===== src/rtl/present80_pkg.sv =====
// PRESENT-80 constants, FSM state type and the cipher primitive functions.
package present80_pkg;

    localparam int PRESENT80_ROUNDS = 31;

    localparam logic [3:0] SBOX [16] = '{
        4'hC, 4'h5, 4'h6, 4'hB, 4'h9, 4'h0, 4'hA, 4'hD,
        4'h3, 4'hE, 4'hF, 4'h8, 4'h4, 4'h7, 4'h1, 4'h2
    };

    typedef enum logic [1:0] {IDLE, RUN, FINAL, DONE} state_t;

    function automatic logic [3:0] sbox4(input logic [3:0] x);
        return SBOX[x];
    endfunction

    function automatic logic [63:0] sbox64(input logic [63:0] x);
        logic [63:0] o;
        for (int i = 0; i < 16; i++) o[4*i +: 4] = sbox4(x[4*i +: 4]);
        return o;
    endfunction

    // bit i moves to i*16 mod 63; bit 63 stays in place
    function automatic logic [63:0] player64(input logic [63:0] x);
        logic [63:0] o;
        o = '0;
        for (int i = 0; i < 63; i++) o[(i*16) % 63] = x[i];
        o[63] = x[63];
        return o;
    endfunction

    // rotate left 61, S-box the top nibble, fold the round counter into [19:15]
    function automatic logic [79:0] key_update(input logic [79:0] k, input logic [4:0] rc);
        logic [79:0] t;
        t = {k[18:0], k[79:19]};
        t[79:76] = sbox4(t[79:76]);
        t[19:15] = t[19:15] ^ rc;
        return t;
    endfunction

endpackage


===== src/rtl/present80_round.sv =====
// One PRESENT round: add round key, S-box layer, bit permutation.
module present80_round
    import present80_pkg::*;
(
    input  logic [63:0] in,
    input  logic [63:0] rkey,
    output logic [63:0] out
);

    assign out = player64(sbox64(in ^ rkey));

endmodule


===== src/rtl/present80_seq_ctrl.sv =====
// Iterative PRESENT-80 encryptor with valid/ready in and out; one block in flight.
module present80_seq_ctrl
    import present80_pkg::*;
#(
    parameter int NUM_ROUNDS = PRESENT80_ROUNDS
) (
    input  logic        clk,
    input  logic        rstn,
    input  logic        in_valid,
    output logic        in_ready,
    input  logic [79:0] key,
    input  logic [63:0] plaintext,
    output logic        out_valid,
    input  logic        out_ready,
    output logic [63:0] ciphertext,
    output logic        busy
);

    localparam logic [4:0] LAST_ROUND = NUM_ROUNDS[4:0];

    state_t      state, state_nxt;
    logic [63:0] state_reg;
    logic [79:0] key_reg;
    logic [4:0]  round_cnt;
    logic [63:0] round_out;

    present80_round u_round (
        .in   (state_reg),
        .rkey (key_reg[79:16]),
        .out  (round_out)
    );

    // status outputs decode the state only, so no input reaches them combinationally
    assign in_ready = (state == IDLE);
    assign busy     = (state == RUN) || (state == FINAL);

    // state register
    always_ff @(posedge clk or negedge rstn) begin
        if (!rstn) state <= IDLE;
        else       state <= state_nxt;
    end

    // next-state decode
    always_comb begin
        state_nxt = state;
        case (state)
            IDLE:    if (in_valid) state_nxt = RUN;
            RUN:     if (round_cnt == LAST_ROUND) state_nxt = FINAL;
            FINAL:   state_nxt = DONE;
            DONE:    if (out_valid && out_ready) state_nxt = IDLE;
            default: state_nxt = IDLE;
        endcase
    end

    // cipher state, key schedule, round counter and result registers
    always_ff @(posedge clk or negedge rstn) begin
        if (!rstn) begin
            state_reg  <= '0;
            key_reg    <= '0;
            round_cnt  <= '0;
            ciphertext <= '0;
            out_valid  <= 1'b0;
        end else begin
            case (state)
                IDLE: begin
                    if (in_valid) begin
                        state_reg <= plaintext;
                        key_reg   <= key;
                        round_cnt <= 5'd1;
                    end
                end
                RUN: begin
                    state_reg <= round_out;
                    key_reg   <= key_update(key_reg, round_cnt);
                    // counter parks on the last round instead of wrapping
                    if (round_cnt != LAST_ROUND) round_cnt <= round_cnt + 5'd1;
                end
                FINAL: begin
                    ciphertext <= state_reg ^ key_reg[79:16];
                    out_valid  <= 1'b1;
                end
                DONE: begin
                    if (out_ready) out_valid <= 1'b0;
                end
                default: ;
            endcase
        end
    end

endmodule


===== config.mk =====
export PLATFORM = sky130hd
export DESIGN_NAME = present80_seq_ctrl
export DESIGN_NICKNAME = d
export VERILOG_FILES = /design/src/rtl/present80_pkg.sv /design/src/rtl/present80_round.sv /design/src/rtl/present80_seq_ctrl.sv
export SDC_FILE = /design/constraint.sdc
export NUM_CORES = 1
export LEC_CHECK = 0
export CAP_MARGIN = 10
export CELL_PAD_IN_SITES_DETAIL_PLACEMENT = 0
export CELL_PAD_IN_SITES_GLOBAL_PLACEMENT = 1
export CORE_MARGIN = 5
export CORE_UTILIZATION = 41
export CTS_CLUSTER_DIAMETER = 50
export DETAILED_ROUTE_END_ITERATION = 8
export GPL_TIMING_DRIVEN = 0
export PLACE_DENSITY_LB_ADDON = 0.1
export SETUP_SLACK_MARGIN = 0.4
export SLEW_MARGIN = 30
export SYNTH_ARGS = -nofsm -noshare
export SYNTH_HDL_FRONTEND = slang
export SYNTH_SLANG_ARGS = --single-unit

===== constraint.sdc =====
create_clock -name clk -period 2.7 [get_ports clk]
set_clock_uncertainty 0.1 [all_clocks]
set_input_delay 0.54 -clock clk [delete_from_list [all_inputs] [get_ports clk]]
set_output_delay 0.54 -clock clk [all_outputs]
set_load 0.01 [all_outputs]

==> key figures <==
Global route
  • Initial antenna violation count: 1
  • Vias in the first global route: 12000
  • First-pass GRT wire length: 79.1 mm
  • Remaining Overflow, GRT: 0
  • Largest net degree at the start of global routing: 83
  • GRT Overall Usage: 29.9%

Floorplanning
  • Die height: 188 um
  • DIE WIDTH: 188 um
  • Initial Utilization: 41.3%
  • Die ar.: 0.0353 mm2
  • IO Pins: 215
  • Placeable Area: 0.0314 mm2
  • Rows: 65

Worst setup path
  • Crit Path Max Fanout: 10
  • Setup CP Type: flip-flop to flip-flop
  • CP Capture Type: flip-flop
  • Worst Setup SP: state[0]$_DFFE_PN0P_
  • WP data required: 2.99 ns
  • Critical path's most frequent cell: clkbuf_2
  • CP max stage delay: 0.39 ns
  • Crit-path cells: buf_4, ha_1, clkbuf_4, inv_2, clkbuf_2, clkbuf_2, a21oi_1
  • Crit path DAT: 2.51 ns
  • Slowest CP cell: dfrtp_1
  • R2R Path Start: state[0]$_DFFE_PN0P_
  • Crit start category: flip-flop

Routing
  • DRT iter0 DRCs: 1395
  • Post-DRT Antenna Nets: 0
  • Final WL: 54.5 mm
  • Drt pass-1 iters: 5
  • Drt wl/cell: 26.2 um
  • Vias per inst: 6.07
  • DRC Markers: 0
  • Vias: 12600

Pwr
  • Pwr/cell area: 1680 mW/mm2
  • Static Leak: 0.00713 uW
  • Worst VDD drop: 0.736 mV

Cells and area
  • Final net count: 1857
  • Number of flip-flops in the largest register: 80
  • Fin area: 0.0174 mm2
  • Area grow syn2layout: 34.0%
  • Layout cell share with drive strength beyond 1: 13.2%
  • Non-filler cells, final: 2081
  • Layout fillers: 2844

Synth
  • Ys flop type: dfrtp_1
  • Simple-gate portion of the synthesized area: 8.51%
  • Synth unique cells: 55
  • #FFs+latches synth: 216
  • Area of the mapped netlist: 0.0130 mm2
  • Post-Syn Instances: 1390
  • Compound-Gate Fraction of Synth Area: 25.7%
  • Synth Area in Adders: 5.69%
  • Largest family of logic cells by synthesized area: compound AO/OA/AOI/OAI gates
  • Seq/Total Area, Yosys: 41.6%
  • Async S/R FF share, synth: 100%
  • Post-synthesis average cell area: 9.34 um2
  • Yosys warns: 0
  • Xor-xnor portion of the synthesized cell area: 7.55%
  • Post-Syn Nets: 1597
  • EDFF count, synth: 0
  • Multiplexer share of the synthesized area: 5.32%

Hold path
  • Hold path start: ciphertext[63]$_DFFE_PN0P_
  • Worst Hold Class: flip-flop to flip-flop

Clock tree
  • CTS tree: yes
  • CTS Buf Count: 36
  • H-tree depth: 2
  • Clock sinks: 216
  • Clk buf depth: 3
  • Root Driver: clkbuf_16
  • Clock transition at the registers of the reported paths: 0.05 ns
  • Later-pin clock latency in the skew report: 0.52 ns

Place
  • Placed cell areas: 0.0157 mm2
  • DP HPWL: 40.9 mm
  • GP Congestion: 0.907
  • Placed cell count: 2008
  • Worst slack at placement: -0.335 ns
  • Number of port buffers: 214

STA
  • Worst setup margin: 0.476 ns
  • Fin crit period: 2.22 ns
  • Slew headroom: 47.4%
  • Max Fclk: 450 MHz
  • Final hold vios: 0
  • Setup violations, final: 0
  • Fin crit share: 82.4%
  • Worst slew pin tran: 0.788 ns
  • RSZ-0062 raised after global routing: yes
  • Fin. max-slew vios: 0
  • Hold Slack: 0.410 ns

Outcome
  • Status: finished, final reports clean

Job
  • Max_cap viols: 0
kinds of logic (layout without fill, tap and decap cells):
logic type / after synthesis / after routing
other: 0 / 1
xor gates and xnor gates: 102 / 102
buffers and inverters: 179 / 467
AOI/OAI and AO/OA: 533 / 533
adders and majority gates: 59 / 59
muxes: 47 / 47
DFF: 216 / 216
and+or+nand+nor: 254 / 254
area by class of cell:
cell class	count	area, um2	area share, %
well taps	402	503	2.89
plain buffers	102	543	3.12
inverters	77	289	1.66
repair buffers	222	2260	13.0
clock inverters	26	303	1.74
flip-flops and latches	216	5410	31.1
diodes	1	2.50	0.0144
multi-input cells	995	7120	40.9
clock buffers	40	968	5.57
per-stage QoR:
step | TNS, ns | util [%] | power [uW]
final | 0 | 55.4 | 29200
after global routing | 0 | 55.4 | 31100
after CTS | 0 | 54.6 | 28600
after detailed placement | -30.32 | 50.0 | 23300
after global placement | -1896.88 | 49.8 | 23100
after floorplan | 0 | - | 17300
report_power, final:
| group | internal (uW) | switching (uW) | leakage, uW | total (uW) |
|---|---|---|---|---|
| sequential | 4830 | 2150 | 0.00241 | 6980 |
| combinational | 7390 | 9910 | 0.00411 | 17300 |
| clock | 3100 | 1790 | 0.000620 | 4890 |
cell usage after synthesis, types with 2 or more instances:
master / number / area, um2
a2111oi_0: 3 / 26.3
a211oi_1: 17 / 128
a21o_1: 2 / 15.0
a21oi_1: 203 / 1020
a221o_1: 4 / 40.0
a221oi_1: 4 / 35.0
a22oi_1: 6 / 45.0
a2bb2oi_1: 26 / 228
a31oi_1: 2 / 12.5
and3_1: 4 / 25.0
buf_1: 10 / 37.5
buf_2: 26 / 130
buf_4: 3 / 22.5
clkbuf_1: 62 / 233
dfrtp_1: 216 / 5410
ha_1: 59 / 738
inv_1: 74 / 278
inv_2: 3 / 11.3
mux2_2: 10 / 113
mux2i_1: 21 / 210
mux4_1: 2 / 52.6
mux4_2: 14 / 315
nand2_1: 65 / 244
nand2b_1: 2 / 12.5
nand3_1: 14 / 70.1
nor2_1: 121 / 454
nor2b_1: 38 / 238
nor3_1: 4 / 20.0
o211ai_1: 16 / 120
o21ai_0: 31 / 155
o221ai_1: 26 / 228
o22a_1: 18 / 158
o22ai_1: 163 / 1020
o311ai_0: 2 / 17.5
o31ai_1: 2 / 15.0
xnor2_1: 65 / 569
xnor2_2: 2 / 32.5
xor2_1: 27 / 236
xor2_2: 7 / 114
worst max-delay path, delay by kind of cell, from the launching register on:
family | cells | cell delay [ns]
flops | 1 | 0.39
buf+inv | 5 | 1.30
compound gates | 1 | 0.12
fa+ha+maj | 1 | 0.18
timing repair:
| action | 4_1_cts | 5_1_grt |
|---|---|---|
| gates resized for setup | 59 | 76 |
| cloned | 0 | 0 |
| hold buffers | 1 | 0 |
| buffers inserted | 3 | 2 |
| pin swaps | 2 | 1 |
| hold endpoints to repair | 61 | 0 |
| setup endpoints to repair | 217 | 162 |
path summary, 6_finish.rpt:
check	end	slack, ns	cells past startpoint
setup / recovery	key_reg[26]$_DFFE_PN0P_	0.48	7
hold reg to reg	ciphertext[63]$_DFFE_PN0P_	0.41	1
min in group asynchronous	ciphertext[40]$_DFFE_PN0P_	0.47	2
max in group asynchronous	ciphertext[5]$_DFFE_PN0P_	1.21	3
setup reg to reg	key_reg[26]$_DFFE_PN0P_	0.48	7
hold / removal	ciphertext[63]$_DFFE_PN0P_	0.41	1
cells in the final DEF, fill, tap and decap left out, drive strengths merged, types with 6 or more instances in the layout:
cell / n
dfrtp: 216
clkdlybuf4s50: 210
a21oi: 204
o22ai: 163
nor2: 122
clkbuf: 102
inv: 80
xnor2: 68
nand2: 66
ha: 59
buf: 48
nor2b: 38
xor2: 34
o21ai: 32
o221ai: 26
a2bb2oi: 26
mux2i: 21
o22a: 18
a211oi: 17
o211ai: 16
mux4: 16
nand3: 14
clkinv: 14
mux2: 10
a22oi: 6
layer usage:
layer	routed length [um]	up-vias	track usage [%]
met3	4810	121	6.79
met5	0	-	0
met1	23200	6224	41.4
met2	24100	649	45.3
li1	-	5635	-
met4	2420	0	12.6
Power figures use the tool's default switching activity.
